<file path="config.mk">
export PLATFORM = sky130hd
export DESIGN_NAME = rx_symbol_packer
export DESIGN_NICKNAME = d
export VERILOG_FILES = /design/src/rtl/rx_symbol_packer.sv
export SDC_FILE = /design/constraint.sdc
export NUM_CORES = 1
export LEC_CHECK = 0
export ABC_AREA = 0
export CAP_MARGIN = 20
export CORE_MARGIN = 5
export CORE_UTILIZATION = 56
export CTS_BUF_LIST = sky130_fd_sc_hd__clkbuf_8
export DETAILED_ROUTE_END_ITERATION = 6
export PLACE_DENSITY = 0.87
export SETUP_SLACK_MARGIN = 0.02
export SYNTH_ARGS = -nofsm -noshare
export SYNTH_HDL_FRONTEND = slang
export SYNTH_SLANG_ARGS = --single-unit
</file>
<file path="constraint.sdc">
create_clock -name clk -period 8.7 [get_ports clk]
set_clock_uncertainty 0.2 [all_clocks]
set_input_delay 1.74 -clock clk [delete_from_list [all_inputs] [get_ports clk]]
set_output_delay 1.74 -clock clk [all_outputs]
set_load 0.02 [all_outputs]
</file>
<file path="src/rtl/rx_symbol_packer.sv">
// Byte stream to SYM_W-bit symbol packer: strips a per-frame header, splits payload
// bytes MSB-first into FIFO writes and counts good/bad frames. Option: RX_FRAME_MARK_EN.
module rx_symbol_packer #(
  parameter int         SYM_W     = 4,
  parameter int         FIFO_AW   = 9,
  parameter int         HDR_BYTES = 42,
  parameter int         SLACK     = 4,
  parameter logic [7:0] MARK_SYM  = 8'hF
) (
  input  logic               clk,
  input  logic               rst,
  input  logic [7:0]         rx_data,
  input  logic               rx_valid,
  output logic               rx_ready,
  input  logic               rx_last,
  input  logic               rx_user,
  output logic [SYM_W-1:0]   fifow_data,
  output logic               fifow_request,
  input  logic [FIFO_AW-1:0] fifow_used_words,
  output logic [15:0]        frames_ok,
  output logic [15:0]        frames_bad,
  output logic               err_pulse
);

  if (!(SYM_W == 1 || SYM_W == 2 || SYM_W == 4 || SYM_W == 8)) begin : g_bad_sym_w
    $error("rx_symbol_packer: SYM_W must be 1, 2, 4 or 8");
  end

`ifdef RX_FRAME_MARK_EN
  localparam bit MARK_EN = 1'b1;
`else
  localparam bit MARK_EN = 1'b0;
`endif

  localparam int NSYM = 8 / SYM_W;
  localparam int BCW  = (HDR_BYTES < 1) ? 1 : $clog2(HDR_BYTES + 1);
  localparam logic [FIFO_AW:0] LIMIT = (FIFO_AW + 1)'((1 << FIFO_AW) - SLACK);

  typedef enum logic [1:0] {S_HDR, S_MARK, S_PAY} state_t;

  localparam state_t PAY_ENTRY   = MARK_EN ? S_MARK : S_PAY;
  localparam state_t FRAME_START = (HDR_BYTES == 0) ? PAY_ENTRY : S_HDR;

  state_t           state_q, state_d, eff_state;
  logic [BCW-1:0]   byte_cnt_q, byte_cnt_d, eff_cnt;
  logic [7:0]       sh_q, sh_d;
  logic [3:0]       sh_cnt_q, sh_cnt_d;
  logic             last_q, last_d;
  logic             user_q, user_d;
  logic [15:0]      ok_q, ok_d;
  logic [15:0]      bad_q, bad_d;
  logic             err_q, err_d;
  logic             en_q;

  logic             space, wr_pay, wr_mark, done, rdy, acc, ok_inc;
  logic [1:0]       bad_inc;

  always_comb begin
    space   = {1'b0, fifow_used_words} < LIMIT;
    wr_pay  = (state_q == S_PAY) && (sh_cnt_q != 4'd0) && space;
    wr_mark = (state_q == S_MARK) && space && en_q;
    done    = wr_pay && (sh_cnt_q == 4'd1) && last_q;

    rdy = 1'b0;
    case (state_q)
      S_HDR:   rdy = 1'b1;
      S_PAY:   rdy = (sh_cnt_q == 4'd0) || ((sh_cnt_q == 4'd1) && space);
      default: rdy = 1'b0;
    endcase
    // The next frame must wait for its marker, so no byte may slip in as this one ends.
    if (MARK_EN && done) rdy = 1'b0;
    rx_ready = en_q && rdy;
    acc      = rx_valid && rx_ready;
  end

  always_comb begin
    state_d    = state_q;
    byte_cnt_d = byte_cnt_q;
    sh_d       = sh_q;
    sh_cnt_d   = sh_cnt_q;
    last_d     = last_q;
    user_d     = user_q;
    ok_inc     = 1'b0;
    bad_inc    = 2'd0;

    if (wr_pay) begin
      sh_d     = sh_q << SYM_W;
      sh_cnt_d = sh_cnt_q - 4'd1;
      if (done) begin
        last_d     = 1'b0;
        byte_cnt_d = '0;
        state_d    = FRAME_START;
        if (user_q) bad_inc = bad_inc + 2'd1;
        else        ok_inc  = 1'b1;
      end
    end

    if (wr_mark) state_d = S_PAY;

    // A byte accepted in the same cycle a frame completes belongs to the next frame.
    eff_state = done ? FRAME_START : state_q;
    eff_cnt   = done ? '0 : byte_cnt_q;

    if (acc) begin
      if (eff_state == S_HDR) begin
        if (rx_last) begin
          bad_inc    = bad_inc + 2'd1;
          byte_cnt_d = '0;
          state_d    = S_HDR;
        end else begin
          byte_cnt_d = eff_cnt + 1'b1;
          if (eff_cnt == BCW'(HDR_BYTES - 1)) state_d = PAY_ENTRY;
          else                                state_d = S_HDR;
        end
      end else if (eff_state == S_PAY) begin
        sh_d     = rx_data;
        sh_cnt_d = 4'(NSYM);
        last_d   = rx_last;
        user_d   = rx_user;
      end
    end

    ok_d  = ok_q + 16'(ok_inc);
    bad_d = bad_q + 16'(bad_inc);
    err_d = (bad_inc != 2'd0);
  end

  always_ff @(posedge clk) begin
    if (!rst) begin
      state_q    <= FRAME_START;
      byte_cnt_q <= '0;
      sh_q       <= '0;
      sh_cnt_q   <= '0;
      last_q     <= 1'b0;
      user_q     <= 1'b0;
      ok_q       <= '0;
      bad_q      <= '0;
      err_q      <= 1'b0;
      en_q       <= 1'b0;
    end else begin
      state_q    <= state_d;
      byte_cnt_q <= byte_cnt_d;
      sh_q       <= sh_d;
      sh_cnt_q   <= sh_cnt_d;
      last_q     <= last_d;
      user_q     <= user_d;
      ok_q       <= ok_d;
      bad_q      <= bad_d;
      err_q      <= err_d;
      en_q       <= 1'b1;
    end
  end

  assign fifow_request = wr_pay || wr_mark;
  assign fifow_data    = (state_q == S_MARK) ? MARK_SYM[SYM_W-1:0] : sh_q[7 -: SYM_W];
  assign frames_ok     = ok_q;
  assign frames_bad    = bad_q;
  assign err_pulse     = err_q;

endmodule
</file>
==> results.json, run 1 <==
{
  "status": "completed",
  "rows": 25,
  "setup_tns_ps": 0,
  "drive_gt1_frac": 0.0480,
  "grt_util_met3": 0.0374,
  "cts_buffers": 5,
  "die_w_um": 79.2,
  "p_total_w": 0.000442,
  "cts_buffer_depth": 2,
  "hpwl_mm": 4.19,
  "clkSlewWorstSetupHoldPaths_ps": 90,
  "cts-htree-levels": 2,
  "core_area_um2": 4690,
  "hold_path_class": "register to register",
  "arrival_ps": 3690,
  "cts-root-buf": "clkbuf_8",
  "ir_drop_mv": 0.0970,
  "ys.flop_type": "dfxtp_1",
  "drt-total-wl_mm": 5.94,
  "grt_usage": 0.198,
  "yosysMostFrequentCell": "dfxtp_1",
  "dpl.cell_count": 401,
  "tritoncts": "yes",
  "wl_per_cell_um": 14.6,
  "grt_start_max_net_pins": 36,
  "cts_resized": 0,
  "grt_busiest_layer": "met2",
  "avgSynthCellArea_um2": 8.99,
  "grt_util_met2": 0.334,
  "drc": 0,
  "slew_headroom": 0.510,
  "antenna_cells": 0,
  "fin_hold_ws_ps": 272,
  "final-setup-viol-count": 0,
  "fin_area_um2": 3390,
  "async_reset_ff_frac": 0,
  "maxCapViolations": 0,
  "tightest_slew_ps": 733,
  "grt-ovfl-total": 0,
  "synth_area_leader_cell": "dfxtp_1",
  "globalplace.congestion": 0.817,
  "path_max_fanout": 10,
  "synth_edf_count": 0,
  "ys_top_cells_by_count": "dfxtp_1 (56), nor2_1 (40), nand2_1 (19)",
  "synth_seq_cells": 56,
  "via_per_inst": 5.54,
  "endpoint_kind": "output pin",
  "first_pass_iters": 4,
  "synth.distinct_cells": 51,
  "grt_util_met1": 0.243,
  "nNetsFinal": 387,
  "p_leak_nw": 1.28,
  "ys_warn_count": 0,
  "slew_viol_final": 0,
  "insertion_delay_ps": 300,
  "rsz0062_at_grt": "false",
  "r2r_slack_ps": 4660,
  "die_h_um": 79.2,
  "grt_pass1_vias": 2255,
  "timing.final.crit_share": 0.647,
  "yosysSeqAreaShare": 0.418,
  "grt_pass1_wl_mm": 10.1,
  "area_growth_syn_to_layout_pct": 26.6,
  "crit_type": "input pin to output pin",
  "placed_area_um2": 3290,
  "antenna_found_initial": 0,
  "die-area_um2": 6270,
  "final_cell_count_no_fill": 408,
  "ctsHoldBuffers": 0,
  "port_buffers": 58,
  "drt_iter0_drc": 212,
  "vias": 2262,
  "hold_viol_final": 0,
  "ant_nets": 0,
  "synth_nets": 330,
  "period_minus_slack_ps": 5630,
  "netlist.area_leader.share": 0.418,
  "io_pins": 61,
  "max_freq_ghz": 0.178,
  "syn_inst": 298,
  "synth_area_um2": 2680,
  "synthTopCellsByArea": "dfxtp_1 (42%), nor2_1 (5.6%), xnor2_1 (4.9%), xor2_1 (4.9%), ha_1 (4.2%)",
  "cts_sinks": 56,
  "initial_core_util": 0.571,
  "power_density_nw_per_um2": 130,
  "post_cts_buffers": 0,
  "cp.required_ps": 6760,
  "cp-start-kind": "input pin"
}
layout by cell type, fill, tap and decap left out, drive strengths merged, types with 3 or more instances in the layout:
master	instances
o21ai	10
nand2	20
nor2	40
xor2	15
nor3	3
clkdlybuf4s50	58
dfxtp	56
nor4	4
a32o	4
a211oi	5
a21oi	9
or3	4
mux2i	5
and2	10
inv	12
o2111ai	4
o21a	4
xnor2	15
clkbuf	5
and3	4
nand3	12
ha	9
nand4	10
nand2b	7
logic make-up (layout without fill, tap and decap cells):
logic type | after synthesis | in the layout | synth area share
AOI/OAI and AO/OA | 46 | 46 | 0.130
xor gates and xnor gates | 30 | 30 | 0.0981
adders and majority gates | 10 | 10 | 0.0495
buffers and inverters | 23 | 79 | 0.0364
DFF | 56 | 56 | 0.418
muxes | 5 | 5 | 0.0187
and+or+nand+nor | 128 | 128 | 0.248
worst max-delay path: stages:
cell	delay, ps
clkdlybuf4s50_1	450
nand4_1	260
o211ai_2	570
nand2_1	100
clkdlybuf4s50_1	560
metal layers:
layer / share of wire / up-vias
li1: - / 1147
met4: 0.019 / 0
met5: 0 / -
met2: 0.50 / 50
met3: 0.038 / 14
met1: 0.45 / 1051
where the power goes:
group,switching (W),internal (W),total (W)
clock,0.0000776,0.0000827,0.000160
combinational,0.0000120,0.0000119,0.0000239
sequential,0.000000739,0.000257,0.000258
layout make-up:
type	count	area [µm²]
clock buffer	5	68.8
clock inverter	1	30.0
fill	367	1300
inverter	13	48.8
multi-input combinational	219	1460
sequential	56	1120
tap	54	67.6
timing repair buffer	60	596
per-stage QoR:
stage / util / worst slack (ps)
final: 0.723 / 3070
after global routing: 0.723 / 2980
after CTS: 0.721 / 3090
after detailed placement: 0.700 / 3100
after global placement: 0.700 / 3110
after floorplan: - / 4080
flip-flops by register name (all words and copies together) (netlist names):
name / count
frames_bad: 16
frames_ok: 16
sh_q: 8
byte_cnt_q: 6
sh_cnt_q: 4
state_q: 2
en_q: 1
err_pulse: 1
last_q: 1
user_q: 1
worst paths after layout:
| kind | from | end | cells past startpoint |
|---|---|---|---|
| hold reg to reg | sh_q[1] | sh_q[1] | 1 |
| setup / recovery | fifow_used_words[2] | fifow_request | 5 |
| hold / removal | sh_q[1] | sh_q[1] | 1 |
| setup reg to reg | sh_cnt_q[0] | frames_bad[12] | 14 |
Note: power is estimated with default switching activity, not from simulation.
==> run 2, diff against run 1 <==
CORE_UTILIZATION = 52   (was 56)
PLACE_DENSITY = 0.81   (was 0.87)
clock period = 5.8 ns   (was 8.7 ns; I/O delays follow)
==> run 2 against run 1 <==
Compared with the run above:
- flip-flop and latch count did not move
- core utilization fell by 4.9 points
- setup slack got worse by 1900 ps
- routed wire length fell by 5.1%
==> results.json, run 2 (synthesized netlist as in run 1, its figures left out) <==
{
  "cts_sinks": 56,
  "wl_met1_mm": 2.58,
  "path_max_fanout": 13,
  "die_h_um": 81.8,
  "layout_common_cells": "clkdlybuf4s50_1 (58), dfxtp_1 (56), nor2_1 (40)",
  "globalplace.congestion": 0.799,
  "antenna_cells": 0,
  "p_total_w": 0.000632,
  "ff2ff_path_depth": 14,
  "slew_headroom": 0.327,
  "drt-total-wl_mm": 5.64,
  "cts-htree-levels": 2,
  "post_cts_buffers": 0,
  "slew_viol_final": 0,
  "cts_resized": 0,
  "wl_met3_um": 245,
  "endpoint_kind": "register",
  "port_buffers": 58,
  "hold_path_class": "register to register",
  "cts_buffers": 5,
  "tightest_slew_ps": 1010,
  "setup_tns_ps": 0,
  "grt_usage": 0.181,
  "die_w_um": 81.8,
  "ctsHoldBuffers": 0,
  "clkSlewWorstSetupHoldPaths_ps": 110,
  "r2r_slack_ps": 1830,
  "timing.final.crit_share": 0.791,
  "via_per_inst": 5.33,
  "initial_core_util": 0.531,
  "rsz0062_at_grt": "false",
  "grt-ovfl-total": 0,
  "cts-root-buf": "clkbuf_8",
  "grt_start_max_net_pins": 36,
  "wl_per_cell_um": 13.3,
  "area_growth_syn_to_layout_pct": 26.9,
  "final_common_cell": "clkdlybuf4s50_1",
  "hold_depth": 1,
  "io_pins": 61,
  "drt_iter0_drc": 144,
  "maxCapViolations": 0,
  "r2r-start": "sh_cnt_q[0]",
  "core_area_um2": 5040,
  "hpwl_mm": 4.16,
  "nNetsFinal": 387,
  "cts_buffer_depth": 2,
  "cp-start-kind": "input pin",
  "dp_slack_ps": 916,
  "p_leak_nw": 1.27,
  "grt_pass1_vias": 2150,
  "cp.required_ps": 5800,
  "insertion_delay_ps": 310,
  "drive_gt1_frac": 0.0507,
  "antenna_found_initial": 0,
  "vias": 2267,
  "dpl.cell_count": 418,
  "period_minus_slack_ps": 4590,
  "max_stage_delay_ps": 610,
  "grt_pass1_wl_mm": 9.67,
  "final-setup-viol-count": 0,
  "first_pass_iters": 4,
  "drc": 0,
  "layout_setup_ws_ps": 1210,
  "ir_drop_mv": 0.154,
  "path_cells": "clkdlybuf4s50_1 > nand4_1 > o2111ai_2 > nor2_1 > ha_1 > a21o_1 > ha_1 > inv_1 > fa_1 > and4b_1 > nor2b_1 > nand2_1 > xnor2_1 > and2_1",
  "startpoint": "fifow_used_words[4]",
  "highest_layer": "met4",
  "status": "completed",
  "max_freq_ghz": 0.218,
  "wl_met2_mm": 2.80,
  "reg2reg_to": "frames_bad[12]",
  "crit_top_cell": "ha_1",
  "final_util": 0.674,
  "hold_viol_final": 0,
  "hold_end": "sh_q[3]",
  "final_cell_count_no_fill": 425,
  "rows": 26,
  "min_from": "sh_q[3]",
  "crit_slowest_cell": "o2111ai_2",
  "power_density_nw_per_um2": 186,
  "arrival_ps": 4590,
  "tritoncts": "yes",
  "crit_type": "input pin to register",
  "die-area_um2": 6690,
  "ant_nets": 0
}
-- run 2: cell count changes in the layout (fill, tap and decap cells not counted), sizes merged --
cell      change
bufinv        -1
clkinvlp      +1
inv           +1
-- run 2: metal layers --
layer | vias to the layer above | global-route usage
li1 | 1154 | -
met1 | 1074 | 0.228
met2 | 37 | 0.311
met3 | 2 | 0.0450
met4 | 0 | 0.0415
met5 | - | 0
-- run 2: power by group --
group | switching, W | internal, W
registers | 0.000000973 | 0.000386
logic | 0.0000174 | 0.0000183
clock network | 0.000125 | 0.0000844
total | 0.000143 | 0.000488
-- run 2: stage by stage --
stage / hold WS [ps] / cell area (µm²)
2_1_floorplan: 241 / 2680
3_3_place_gp: 250 / 3310
3_5_place_dp: 255 / 3310
4_1_cts: 280 / 3400
5_1_grt: 307 / 3400
6_report: 277 / 3400
-- run 2: worst max-delay path, delay by kind of cell --
| kind | cells | cell delay (ps) |
|---|---|---|
| AND/OR/NAND/NOR | 6 | 1190 |
| XOR/XNOR | 1 | 120 |
| adder cells (fa/ha/maj) | 3 | 880 |
| AO/OA/AOI/OAI | 2 | 720 |
| buffers and inverters | 2 | 500 |
-- run 2: worst max-delay path by stage --
stage | to | depth (start not counted) | slack [ps]
floorplan | frames_bad[12] | 14 | 1760
global placement | frames_bad[12] | 14 | 960
detailed placement | frames_bad[12] | 14 | 920
CTS | frames_bad[12] | 14 | 1230
global route | frames_bad[12] | 14 | 1020
finish | frames_bad[12] | 14 | 1210
-- run 2: cell type report --
type,instances,area [µm²]
timing repair buffer,60,596
sequential,56,1120
fill,450,1640
clock inverter,2,16.3
clock buffer,5,68.8
tap,70,87.6
multi-input combinational,219,1460
inverter,13,48.8
==> run 3, diff against run 2 <==
CORE_UTILIZATION = 47   (was 52)
PLACE_DENSITY = 0.78   (was 0.81)
clock period = 4.2 ns   (was 5.8 ns; I/O delays follow)
==> run 3 against run 2 <==
Compared with the run above:
- clock power increased by 48%
- clock-buffer cell count stayed put
- register-to-register slack got worse by 1300 ps
- hold slack better by 3.6 ps
- sequential power grew 38%
- flip-flop and latch count unchanged
- routed wire length rose by 4.1%
- sequential share of layout area is 0.55 points lower
- combinational power grew 44%
- power grew 42%
==> results.json, run 3 (synthesized netlist as in run 1, its figures left out) <==
{
  "nNetsFinal": 393,
  "hpwl_mm": 4.38,
  "grt_pass1_wl_mm": 9.89,
  "fin_hold_ws_ps": 280,
  "tritoncts": "yes",
  "setup.worst_path.end": "frames_bad[12]",
  "p_sw_w": 0.000214,
  "first_pass_iters": 4,
  "drt_iter0_drc": 134,
  "antenna_found_initial": 0,
  "p_leak_nw": 1.30,
  "rsz0062_at_grt": "false",
  "cts_buffer_depth": 2,
  "r2r-start": "state_q[1]",
  "drc": 0,
  "crit_type": "input pin to register",
  "status": "completed",
  "pwr-share-comb": 0.057,
  "final-setup-viol-count": 0,
  "post_cts_buffers": 0,
  "intPower_w": 0.000681,
  "insertion_delay_ps": 310,
  "die-area_um2": 7310,
  "swShare": 0.239,
  "grt_start_max_net_pins": 23,
  "hold_viol_final": 0,
  "endpoint_kind": "register",
  "tightest_slew_ps": 1030,
  "wl_per_cell_um": 13.5,
  "p_clk_frac": 0.346,
  "power_density_nw_per_um2": 259,
  "path_cells": "clkdlybuf4s50_1 > nand4_1 > o2111ai_2 > nor2_1 > ha_1 > a21o_1 > ha_1 > inv_1 > fa_1 > and4b_1 > nor2b_1 > nand2_1 > xnor2_1 > and2_1",
  "maxCapViolations": 0,
  "rows": 27,
  "cp-start-kind": "input pin",
  "clkSlewWorstSetupHoldPaths_ps": 110,
  "core_area_um2": 5510,
  "ctsHoldBuffers": 0,
  "drive_gt1_frac": 0.0691,
  "max_freq_ghz": 0.257,
  "ant_nets": 0,
  "grt_pass1_vias": 2229,
  "timing.final.crit_share": 0.926,
  "cts-root-buf": "clkbuf_8",
  "arrival_ps": 3910,
  "slew_headroom": 0.312,
  "drt-total-wl_mm": 5.87,
  "grt_usage": 0.164,
  "crit_top_cell": "ha_1",
  "via_per_inst": 5.28,
  "io_pins": 61,
  "grt-ovfl-total": 0,
  "cts-htree-levels": 2,
  "final_cell_count_no_fill": 434,
  "final_common_cell": "clkdlybuf4s50_1",
  "area_growth_syn_to_layout_pct": 29.0,
  "period_minus_slack_ps": 3890,
  "path_max_fanout": 5,
  "reg2reg_to": "frames_bad[12]",
  "die_h_um": 85.5,
  "seqPwrFrac": 0.597,
  "r2r_slack_ps": 550,
  "cts_resized": 0,
  "vias": 2292,
  "hold_path_class": "register to register",
  "ff2ff_path_depth": 13,
  "port_buffers": 58,
  "globalplace.congestion": 0.815,
  "antenna_cells": 0,
  "dpl.cell_count": 426,
  "cp.required_ps": 4220,
  "max_stage_delay_ps": 450,
  "cts_sinks": 56,
  "startpoint": "fifow_used_words[2]",
  "crit_slowest_cell": "clkdlybuf4s50_1",
  "slew_viol_final": 0,
  "ir_drop_mv": 0.219,
  "die_w_um": 85.5,
  "cts_buffers": 5,
  "initial_core_util": 0.486,
  "layout_common_cells": "clkdlybuf4s50_1 (58), dfxtp_1 (56), nor2_1 (40)"
}
run 3: through the flow:
step,area [µm²],setup TNS [ps],worst slack (ps),utilization,total power (W)
after floorplan,2680,0,478,-,0.000567
after global routing,3460,0,151,0.628,0.000929
after detailed placement,3360,-7.29,-7.29,0.610,0.000597
after global placement,3360,0,75.2,0.610,0.000597
after CTS,3460,0,315,0.628,0.000902
final,3460,0,309,0.628,0.000895
run 3: metal layers:
metal / wire length [µm] / GRT usage / vias to the layer above / part of all wire
met5: 0 / 0 / - / 0
met4: 72 / 0.0518 / 0 / 0.012
met3: 182 / 0.0375 / 11 / 0.031
met2: 2930 / 0.286 / 32 / 0.50
met1: 2690 / 0.201 / 1085 / 0.46
li1: - / - / 1164 / -
run 3: area by class of cell:
cell class                      instances  area [µm²]
Fill cell                             511        2050
Timing Repair Buffer                   66         641
Sequential cell                        56        1120
Clock buffer                            5        68.8
Inverter                               13        48.8
Clock inverter                          3        26.3
Tap cell                               72        90.1
Multi-Input combinational cell        219        1460
run 3: power by group through the flow:
stage / Sequential (W) / Combinational [W] / Clock [W]
CTS: 0.000534 / 0.0000515 / 0.000316
detailed placement: 0.000546 / 0.0000511 / 0
floorplan: 0.000547 / 0.0000197 / 0
finish: 0.000534 / 0.0000514 / 0.000310
global route: 0.000535 / 0.0000554 / 0.000339
global placement: 0.000546 / 0.0000510 / 0
run 3: worst min-delay path by stage:
stage / startpoint / to / cells after the start
after global routing: sh_q[1] / sh_q[1] / 1
after global placement: sh_q[3] / sh_q[3] / 1
after CTS: sh_q[0] / sh_q[0] / 1
final: sh_q[0] / sh_q[0] / 1
after detailed placement: sh_q[0] / sh_q[0] / 1
after floorplan: sh_q[0] / sh_q[0] / 1
run 3: critical path: cells and delay by family:
family          cells  cell delay [ps]
fa+ha+maj           3              840
buf+inv             2              500
simple gates        6             1180
compound gates      2              430
xor+xnor            1              130
